$ cat config.mk
export PLATFORM = sky130hd
export DESIGN_NAME = pwm_deadtime_multich
export DESIGN_NICKNAME = d
export VERILOG_FILES = /design/src/rtl/pwm_deadtime_multich.sv
export SDC_FILE = /design/constraint.sdc
export NUM_CORES = 1
export LEC_CHECK = 0
export ABC_AREA = 1
export CAP_MARGIN = 10
export CORE_MARGIN = 1
export CORE_UTILIZATION = 60
export DETAILED_ROUTE_END_ITERATION = 7
export MAX_ROUTING_LAYER = met4
export PLACE_DENSITY_LB_ADDON = 0.2
export SLEW_MARGIN = 30
export SYNTH_ARGS = -nofsm -noshare
export SYNTH_HDL_FRONTEND = slang
export SYNTH_SLANG_ARGS = --single-unit
$ cat constraint.sdc
create_clock -name clk -period 8.1 [get_ports clk]
set_input_delay 1.62 -clock clk [delete_from_list [all_inputs] [get_ports clk]]
set_output_delay 1.62 -clock clk [all_outputs]
set_load 0.02 [all_outputs]
$ cat src/rtl/pwm_deadtime_multich.sv
// Multi-channel PWM with a shared period counter, per-channel complementary outputs
// with dead-time insertion, and double-buffered configuration applied at period wrap.
module pwm_deadtime_multich #(
    parameter int unsigned CHANNELS = 4,
    parameter int unsigned CNT_W    = 13,
    parameter int unsigned DT_W     = 4
) (
    input  logic                         clk,
    input  logic                         reset,
    input  logic                         en,
    input  logic                         load,
    input  logic [CNT_W-1:0]             period,
    input  logic [CHANNELS*CNT_W-1:0]    duty,
    input  logic [DT_W-1:0]              dead_time,
    output logic [CHANNELS-1:0]          signal,
    output logic [CHANNELS-1:0]          signal_b,
    output logic [CHANNELS-1:0]          pwm_set,
    output logic [CHANNELS-1:0]          pwm_reset,
    output logic [CNT_W-1:0]             cnt,
    output logic                         period_start
);

    localparam int unsigned DUTY_W = CHANNELS * CNT_W;

    typedef enum logic [1:0] {
        ST_LOW     = 2'd0,
        ST_DEAD_HI = 2'd1,
        ST_HIGH    = 2'd2,
        ST_DEAD_LO = 2'd3
    } state_e;

    logic [CNT_W-1:0]    pend_period_q, pend_period_d;
    logic [DUTY_W-1:0]   pend_duty_q,   pend_duty_d;
    logic [DT_W-1:0]     pend_dt_q,     pend_dt_d;
    logic [CNT_W-1:0]    act_period_q,  act_period_d;
    logic [DUTY_W-1:0]   act_duty_q,    act_duty_d;
    logic [DT_W-1:0]     act_dt_q,      act_dt_d;
    logic [CNT_W-1:0]    cnt_q,         cnt_d;
    logic                period_start_q, period_start_d;

    state_e              state_q [CHANNELS];
    state_e              state_d [CHANNELS];
    logic [DT_W-1:0]     dead_q  [CHANNELS];
    logic [DT_W-1:0]     dead_d  [CHANNELS];

    logic [CHANNELS-1:0] signal_q,    signal_d;
    logic [CHANNELS-1:0] signal_b_q,  signal_b_d;
    logic [CHANNELS-1:0] pwm_set_q,   pwm_set_d;
    logic [CHANNELS-1:0] pwm_reset_q, pwm_reset_d;
    logic [CHANNELS-1:0] raw;

    logic running;
    logic wrap;
    logic running_next;
    logic starting;

    assign running      = (act_period_q != '0);
    assign wrap         = running && (cnt_q >= (act_period_q - CNT_W'(1)));
    assign running_next = (act_period_d != '0);
    assign starting     = en && !running && running_next;

    // Double-buffered config: pending always follows load, active only moves at a boundary
    always_comb begin
        pend_period_d = pend_period_q;
        pend_duty_d   = pend_duty_q;
        pend_dt_d     = pend_dt_q;
        act_period_d  = act_period_q;
        act_duty_d    = act_duty_q;
        act_dt_d      = act_dt_q;

        if (load) begin
            pend_period_d = period;
            pend_duty_d   = duty;
            pend_dt_d     = dead_time;
        end

        if (en && load && (!running || wrap)) begin
            act_period_d = period;
            act_duty_d   = duty;
            act_dt_d     = dead_time;
        end else if (en && wrap) begin
            act_period_d = pend_period_q;
            act_duty_d   = pend_duty_q;
            act_dt_d     = pend_dt_q;
        end
    end

    // Shared period counter and period-start strobe
    always_comb begin
        cnt_d          = cnt_q;
        period_start_d = 1'b0;
        if (en) begin
            if (!running || wrap) begin
                cnt_d = '0;
            end else begin
                cnt_d = cnt_q + CNT_W'(1);
            end
            period_start_d = running_next && (cnt_d == '0);
        end
    end

    // Per-channel dead-time state machine, driven by the raw comparator phase
    always_comb begin
        raw = '0;
        for (int k = 0; k < CHANNELS; k++) begin
            raw[k]     = (cnt_q < act_duty_q[k*CNT_W +: CNT_W]);
            state_d[k] = state_q[k];
            dead_d[k]  = dead_q[k];

            if (en) begin
                if (!running_next) begin
                    state_d[k] = ST_LOW;
                    dead_d[k]  = '0;
                end else if (starting) begin
                    // Start from a dead gap so neither phase can assert before raw is known
                    state_d[k] = ST_DEAD_LO;
                    dead_d[k]  = act_dt_d;
                end else begin
                    case (state_q[k])
                        ST_LOW: begin
                            if (raw[k]) begin
                                if (act_dt_q == '0) begin
                                    state_d[k] = ST_HIGH;
                                end else begin
                                    state_d[k] = ST_DEAD_HI;
                                    dead_d[k]  = act_dt_q;
                                end
                            end
                        end
                        ST_HIGH: begin
                            if (!raw[k]) begin
                                if (act_dt_q == '0) begin
                                    state_d[k] = ST_LOW;
                                end else begin
                                    state_d[k] = ST_DEAD_LO;
                                    dead_d[k]  = act_dt_q;
                                end
                            end
                        end
                        ST_DEAD_HI: begin
                            if (!raw[k]) begin
                                if (act_dt_q == '0) begin
                                    state_d[k] = ST_LOW;
                                    dead_d[k]  = '0;
                                end else begin
                                    state_d[k] = ST_DEAD_LO;
                                    dead_d[k]  = act_dt_q;
                                end
                            end else if (dead_q[k] <= DT_W'(1)) begin
                                state_d[k] = ST_HIGH;
                                dead_d[k]  = '0;
                            end else begin
                                dead_d[k]  = dead_q[k] - DT_W'(1);
                            end
                        end
                        ST_DEAD_LO: begin
                            if (raw[k]) begin
                                if (act_dt_q == '0) begin
                                    state_d[k] = ST_HIGH;
                                    dead_d[k]  = '0;
                                end else begin
                                    state_d[k] = ST_DEAD_HI;
                                    dead_d[k]  = act_dt_q;
                                end
                            end else if (dead_q[k] <= DT_W'(1)) begin
                                state_d[k] = ST_LOW;
                                dead_d[k]  = '0;
                            end else begin
                                dead_d[k]  = dead_q[k] - DT_W'(1);
                            end
                        end
                        default: begin
                            state_d[k] = ST_LOW;
                            dead_d[k]  = '0;
                        end
                    endcase
                end
            end
        end
    end

    // Outputs decoded from the next state, so they are mutually exclusive by construction
    always_comb begin
        signal_d    = '0;
        signal_b_d  = '0;
        pwm_set_d   = '0;
        pwm_reset_d = '0;
        for (int k = 0; k < CHANNELS; k++) begin
            signal_d[k]   = (state_d[k] == ST_HIGH);
            signal_b_d[k] = (state_d[k] == ST_LOW) && running_next;
        end
        if (en) begin
            pwm_set_d   = signal_d & ~signal_q;
            pwm_reset_d = ~signal_d & signal_q;
        end
    end

    always_ff @(posedge clk) begin
        if (reset) begin
            pend_period_q  <= '0;
            pend_duty_q    <= '0;
            pend_dt_q      <= '0;
            act_period_q   <= '0;
            act_duty_q     <= '0;
            act_dt_q       <= '0;
            cnt_q          <= '0;
            period_start_q <= 1'b0;
            signal_q       <= '0;
            signal_b_q     <= '0;
            pwm_set_q      <= '0;
            pwm_reset_q    <= '0;
            for (int k = 0; k < CHANNELS; k++) begin
                state_q[k] <= ST_LOW;
                dead_q[k]  <= '0;
            end
        end else begin
            pend_period_q  <= pend_period_d;
            pend_duty_q    <= pend_duty_d;
            pend_dt_q      <= pend_dt_d;
            act_period_q   <= act_period_d;
            act_duty_q     <= act_duty_d;
            act_dt_q       <= act_dt_d;
            cnt_q          <= cnt_d;
            period_start_q <= period_start_d;
            signal_q       <= signal_d;
            signal_b_q     <= signal_b_d;
            pwm_set_q      <= pwm_set_d;
            pwm_reset_q    <= pwm_reset_d;
            for (int k = 0; k < CHANNELS; k++) begin
                state_q[k] <= state_d[k];
                dead_q[k]  <= dead_d[k];
            end
        end
    end

    assign signal       = signal_q;
    assign signal_b     = signal_b_q;
    assign pwm_set      = pwm_set_q;
    assign pwm_reset    = pwm_reset_q;
    assign cnt          = cnt_q;
    assign period_start = period_start_q;

endmodule

# ---- Word-level counts from Yosys, hierarchy flattened
# Memory sizes are Yosys's and may differ from the RTL's.
# Cells that the tools add are included.
dict set report word_totals {
  register_bits 168
  ramBits 24
  inputBits 73
  out_inout_bits 30
  wordCells 187
  n_memories 2
}
dict set report classes {
  n_addsub 6
  n_lt_le_gt_ge 9
  n_eq_ne 16
  muxes 102
  bitwise_logic 13
  n_reduce_logical 27
}
# name words word_bits rd rd_clocked_by_memory_dff write_ports line
set memory_table {}
lappend memory_table {dead_q 4 4 4 0 4 43} ;# logic [DT_W-1:0] dead_q [CHANNELS];
lappend memory_table {state_q 4 2 4 0 4 41} ;# state_e state_q [CHANNELS];
# cell count
set ops {}
lappend ops {{$mux 4} 43}
lappend ops {{$mux 52} 2}
lappend ops {{$mux 2} 42}
lappend ops {{$pmux 4 s4} 4}
lappend ops {{$lt 13x13->1} 4}
lappend ops {{$mux 13} 4}
lappend ops {{$pmux 2 s4} 4}
lappend ops {{$reduce_bool 13->1} 2}
lappend ops {{$eq 2x2->1 const B} 12}
lappend ops {{$le 4x1->1 const B} 4}
lappend ops {{$logic_not 2->1} 8}
lappend ops {{$sub 4x1->4 const B} 4}
lappend ops {{$add 13x1->13 const B} 1}
lappend ops {{$ge 13x13->1} 1}
lappend ops {{$logic_not 13->1} 1}
lappend ops {{$sub 13x1->13 const B} 1}
lappend ops {{$logic_and 1x1->1} 11}
lappend ops {{$and 4x4->4} 2}
lappend ops {{$eq 2x1->1 const B} 4}
lappend ops {{$not 4->4} 2}
lappend ops {{$or 1x1->1} 8}
lappend ops {{$logic_not 4->1} 1}
lappend ops {{$mux 1} 3}
lappend ops {{$reduce_bool 2->1} 1}
lappend ops {{other kinds (4)} 4}

# ---- Logic depth before layout (Yosys ltp)
# Gate-level depths: netlist (run 1).
dict set report depth {
  ltp_word 14
  depth_mapped 31
  ltp_nobuf 31
}

# ---- Worst setup path before layout (run 1)
# Ideal clock, no wire load.
dict set report synth_timing {
  path_type {register to register}
  start {register act_period_q[2]}
  end {memory dead_q[0][3]}
  setup_time_ps 112
  arrival_ps 3364
  t_required_ps 7988
  slack_ps 4625
  path_stages_with_launch 30
  n_path_buf 2
  synth_period_minus_slack_ps 3475
  path_cell_list {dfxtp_1 > nor2_1 > nand2_1 > nor2_1 > nand2_1 > nor3_1 > nand2_1 > nor2_1 > nand2_1 > xor2_1 > inv_1 > ha_1 > nand2_1 > inv_1 > a21oi_1 > nand2_1 > nor2_1 > nand3_4 > nand2_4 > buf_2 > nand3_1 > o21ai_0 > nand2_1 > nor3_2 > nand2_4 > buf_2 > o211ai_1 > inv_1 > nor2_1 > nor2_1}
}
# element line
set synth_rtl {}
lappend synth_rtl {{start, declared} 35} ;# logic [CNT_W-1:0] act_period_q, act_period_d;
lappend synth_rtl {{start signal, assigned} 220} ;# act_period_q <= act_period_d;
lappend synth_rtl {{end, declared} 43}

==> impl_metrics.toml, run 1 <==
[finish]
seqCellArea_um2 = 3840
fill_cells = 1537
syn_to_final_growth_pct = 14.3
nNetsFinal = 1803
final_cell_mix = "226 x nand2_1, 206 x o21ai_0, 200 x inv_1, 193 x a21oi_1, 192 x dfxtp_1"
drive_gt1_share_pct = 4.69
stdcell_count = 1894
multiInputGateArea_um2 = 6150
final_common_cell = "nand2_1"
utilization_pct = 70.4

[setup_path]
critPathCaptureType = "register"
crit_arrival_ns = 6.06
critPathLaunch = "act_period_q[0]$_SDFF_PP0_"
worstPathRequired_ns = 8.47
cp_max_fo = 84
path_class = "reg2reg"
r2r-start = "act_period_q[0]$_SDFF_PP0_"
slowest_delay_ns = 0.90
cp_slowest_cell = "clkinv_2"
startpoint_type = "register"
timing.critical_path.mode_cell = "nand2_1"

[sta]
maxSlewHeadroom_pct = 36.7
fmax_ghz = 0.176
worst_pin_slew_ns = 0.940
period_minus_slack_ns = 5.69
rsz0062_at_grt = "no"
finalClockSkew_ns = 0.0120
slew_viol_final = 0
fin_crit_sh_pct = 70.2
finalSetupTns_ns = 0
hold_viol = 0
hold_ws_ns = 0.461
setup_viol = 0

[grt]
grt_use_met1_pct = 40.2
grtUsageTotal_pct = 31.7
grt_pass1_vias = 9947
grt-busiest-layer = "met2"
grt_max_degree = 108
grt_use_met3_pct = 5.72
antenna_found_initial = 1
overflow = 0
grtUsageMet2_pct = 50.5
grt_pass1_wl_mm = 47.9

[run]
drv_cap = 0

[synth]
ys_seq_area_share_pct = 34.5
ys_types = 42
synth-main-ff-cell = "dfxtp_1"
synth_edf_count = 0
syn_inst = 1611
syn-num-nets = 1763
syn_area_per_cell_um2 = 6.91
yosysWarnings = 0
netlist_area_um2 = 11100
ys_seq_elements = 192
async_flop_share_pct = 0

[clocking]
cts_setup_buffers = 0
ctsResizeCount = 0
root_buffer = "clkbuf_16"
clock_path_buffers = 2
htreeDepth = 4
numCtsBuffers = 17
cts_hold_buf = 0
cts_tree = "built"
clkLatencyLatePin_ns = 0.44
cts.sinks = 192
clkTransAtPathRegs_ns = 0.07

[drt]
drc = 6
drt_first_pass_iters = 8
ant_nets = 0
drt-total-wl_mm = 29.2
viasPerCell = 5.76
drt_iter0_drc = 936
wl_per_cell_um = 15.4
vias = 10900

[pwr]
p_leak_nw = 5.60
p_per_area_nw_per_um2 = 339
ir_worst_vdd_mv = 0.183

[worst_hold_path]
worstHoldStart = "pend_dt_q[3]$_SDFFE_PP0P_"
hold_class = "reg2reg"

[die]
die-area_um2 = 19100
start_util_pct = 61.6
row_count = 49
die_x_um = 138
die_h_um = 138
core-area_um2 = 18100
pin_count = 103

[place]
dp.cells = 1860
hpwl_mm = 19.2
gp_congestion = 0.902
portBuffers = 102

[run_status]
outcome = "finished, violations left"
violations = "design-rule violations"
==> Yosys cell counts, types with 9 or more instances <==
library cell / instances / area [um^2]
nand4_1: 14 / 87.6
nand2_1: 226 / 848
clkbuf_1: 72 / 270
xor2_1: 9 / 78.8
o211ai_1: 22 / 165
nand3_1: 84 / 420
inv_1: 201 / 754
nor2_1: 161 / 604
o21ai_0: 206 / 1030
dfxtp_1: 192 / 3840
a21oi_1: 193 / 966
ha_1: 79 / 988
nor3_1: 19 / 95.1
a211oi_1: 43 / 323
==> routing by layer <==
layer	share of wire (%)	wire (um)
met3	7.2	2100
met2	46	13600
met5	0	0
met1	44	12800
met4	2.4	713
==> through the flow <==
step | setup WS (ns) | power [mW] | area, um^2
floorplan | 4.62 | 2.92 | 11100
global placement | 2.62 | 3.37 | 12100
detailed placement | 2.50 | 3.42 | 12100
CTS | 2.67 | 4.28 | 12700
global route | 1.67 | 4.67 | 12700
finish | 2.41 | 4.32 | 12700
==> critical path: cells and delay by family, from the launching register on <==
family | cells | cell delay, ns
adder cells (fa/ha/maj) | 1 | 0.26
buffers and inverters | 4 | 1.15
AND/OR/NAND/NOR | 23 | 3.51
flip-flops | 1 | 0.31
XOR/XNOR | 1 | 0.17
AO/OA/AOI/OAI | 1 | 0.15
==> state kept, by name, summed over array words and instances, names as in the netlist, 8 cells and up <==
name	count
dead_q	16
state_q	8
pend_duty_q	52
act_period_q	13
pend_period_q	13
act_duty_q	52
cnt	13
==> worst paths after layout <==
| kind | slack [ns] | cells after the start | to |
|---|---|---|---|
| setup / recovery | 2.41 | 30 | dead_q[1][3]$_SDFFE_PP0P_ |
| hold / removal | 0.46 | 2 | pend_dt_q[3]$_SDFFE_PP0P_ |
| setup reg to reg | 2.41 | 30 | dead_q[1][3]$_SDFFE_PP0P_ |
| hold reg to reg | 0.46 | 2 | pend_dt_q[3]$_SDFFE_PP0P_ |
==> where the power goes <==
| group | total (mW) | switching (mW) | internal, mW |
|---|---|---|---|
| clock network | 0.844 | 0.400 | 0.444 |
| logic | 2.23 | 1.47 | 0.755 |
| registers | 1.24 | 0.140 | 1.10 |
==> cell type report <==
cell class              instances  area share (%)
inverters                     209            6.17
well taps                     229            2.25
repair buffers                109            8.45
flip-flops and latches        192            30.2
clock buffers                  18            3.45
multi-input cells            1122            48.3
clock inverters                14            1.14
diodes                          1          0.0197
==> kinds of logic (layout without fill, tap and decap cells) <==
family / count (synthesis) / count (layout) / share of synthesized area [%]
flip-flops: 192 / 192 / 34.5
buffers and inverters: 297 / 350 / 10.3
AO/OA/AOI/OAI: 490 / 490 / 24.2
adder cells (fa/ha/maj): 79 / 79 / 8.88
XOR/XNOR: 11 / 11 / 0.865
AND/OR/NAND/NOR: 542 / 542 / 21.2
other: 0 / 1 / 0
Note: power is estimated with default switching activity, not from simulation.
==> run 2, diff against run 1 <==
Settings changed: CORE_UTILIZATION 60 to 53.
Clock period 8.1 ns to 5.1 ns, I/O delays scaled along.
==> impl_metrics.toml, run 2 (same netlist as run 1, synthesis figures left out) <==
[pwr]
power_mw = 6.92
p_clk_share_pct = 20.1
p_sw_mw = 3.20
p_int_mw = 3.73
p_per_area_nw_per_um2 = 539
p_leak_nw = 5.64
sw_frac_of_total_pct = 46.2
p_comb_share_pct = 51.6
ir_worst_vdd_mv = 0.266
p_seq_share_pct = 28.3

[clocking]
clock_path_buffers = 2
cts_hold_buf = 0
root_buffer = "clkbuf_16"
numCtsBuffers = 17
clkLatencyLatePin_ns = 0.44
cts_setup_buffers = 0
ctsResizeCount = 0
htreeDepth = 4
clkTransAtPathRegs_ns = 0.07
cts_tree = "built"
cts.sinks = 192

[drt]
drt_first_pass_iters = 5
drt-total-wl_mm = 29.9
drc = 0
wl_per_cell_um = 15.4
viasPerCell = 5.65
vias = 11000
ant_nets = 0
drt_iter0_drc = 936

[setup_path]
path_class = "reg2reg"
slowest_delay_ns = 0.35
worstPathRequired_ns = 5.47
rr_worst_depth = 31
timing.critical_path.mode_cell = "nand2_1"
startpoint_type = "register"
cp_max_fo = 28
reg2reg_to = "dead_q[2][2]$_SDFFE_PP0P_"
crit_arrival_ns = 4.69
critPathCaptureType = "register"
cp_slowest_cell = "dfxtp_1"
critPathLaunch = "act_period_q[2]$_SDFF_PP0_"
endpoint = "dead_q[2][2]$_SDFFE_PP0P_"
r2r-start = "act_period_q[2]$_SDFF_PP0_"
rrSetupSlack_ns = 0.77

[sta]
fmax_ghz = 0.231
finalSetupTns_ns = 0
fin_crit_sh_pct = 84.8
hold_viol = 0
period_minus_slack_ns = 4.33
rsz0062_at_grt = "no"
finalClockSkew_ns = 0.0111
setup_viol = 0
slew_viol_final = 0
maxSlewHeadroom_pct = 38.4
hold_ws_ns = 0.459
worst_pin_slew_ns = 0.922

[place]
hpwl_mm = 19.9
gp_congestion = 0.895
portBuffers = 102

[die]
die-area_um2 = 21600
start_util_pct = 54.5
die_h_um = 147
row_count = 52
core-area_um2 = 20400
die_x_um = 147
pin_count = 103

[grt]
overflow = 0
antenna_found_initial = 0
grtUsageTotal_pct = 28.8
grt_max_degree = 105
grt_pass1_wl_mm = 49.1
grt_pass1_vias = 9918

[run_status]
outcome = "finished, final reports clean"

[finish]
final_common_cell = "nand2_1"
nNetsFinal = 1808
drive_gt1_share_pct = 4.91
final_cell_mix = "226 x nand2_1, 206 x o21ai_0, 200 x inv_1, 193 x a21oi_1, 192 x dfxtp_1"
utilization_pct = 62.8
antennaDiodeCount = 0
top_regs = "act_duty_q (52), pend_duty_q (52), dead_q (16)"
syn_to_final_growth_pct = 15.2

[run]
drv_cap = 0

[worst_hold_path]
hold_class = "reg2reg"
[run 2: changes by cell type in the layout (fill, tap and decap cells not counted), sizes merged]
cell,previous run,this run
buf,9,14
bufinv,1,2
diode,1,0
inv,212,211
[run 2: worst max-delay path, delay by kind of cell, from the launching register on]
family                     cells  cell delay, ns
adders and majority gates      1            0.28
xor gates and xnor gates       1            0.14
buffers and inverters          4            0.27
DFF                            1            0.35
and+or+nand+nor               25            3.19
[run 2: layout make-up]
class | instances | area, um^2
Inverter | 209 | 785
Fill cell | 1882 | 7590
Clock buffer | 18 | 439
Sequential cell | 192 | 3840
Multi-Input combinational cell | 1122 | 6140
Timing Repair Buffer | 114 | 1110
Clock inverter | 14 | 174
Tap cell | 270 | 338
[run 2: power by group through the flow]
| stage | Sequential (mW) | Clock, mW | Combinational [mW] |
|---|---|---|---|
| 3_3_place_gp | 1.98 | 0 | 3.43 |
| 6_report | 1.96 | 1.39 | 3.57 |
| 5_1_grt | 1.99 | 1.48 | 4.03 |
| 2_1_floorplan | 1.97 | 0 | 2.68 |
| 4_1_cts | 1.96 | 1.41 | 3.54 |
| 3_5_place_dp | 1.99 | 0 | 3.51 |
[run 2: how the worst min path moves through the flow]
stage	startpoint	to	cells after the start
floorplan	pend_period_q[12]$_SDFFE_PP0P_	pend_period_q[12]$_SDFFE_PP0P_	2
global placement	pend_period_q[1]$_SDFFE_PP0P_	pend_period_q[1]$_SDFFE_PP0P_	2
detailed placement	signal[0]$_SDFF_PP0_	pwm_reset[0]$_SDFF_PP0_	2
CTS	signal[0]$_SDFF_PP0_	pwm_reset[0]$_SDFF_PP0_	2
global route	pend_period_q[1]$_SDFFE_PP0P_	pend_period_q[1]$_SDFFE_PP0P_	2
finish	signal[1]$_SDFF_PP0_	pwm_reset[1]$_SDFF_PP0_	2
[run 2: routing by layer]
layer  routed length [um]  track usage, %
met3                 1580            4.04
met4                  694            11.0
met5                    0               -
met1                13900            37.9
met2                13700            44.9
[run 2: stage by stage]
stage          setup slack (ns)  area (um^2)  cells
2_1_floorplan              1.62        11100   1611
3_3_place_gp               1.06        12200   1907
3_5_place_dp              0.859        12200   1907
4_1_cts                   0.826        12800   1939
5_1_grt                   0.231        12800   1939
6_report                  0.775        12800   1939
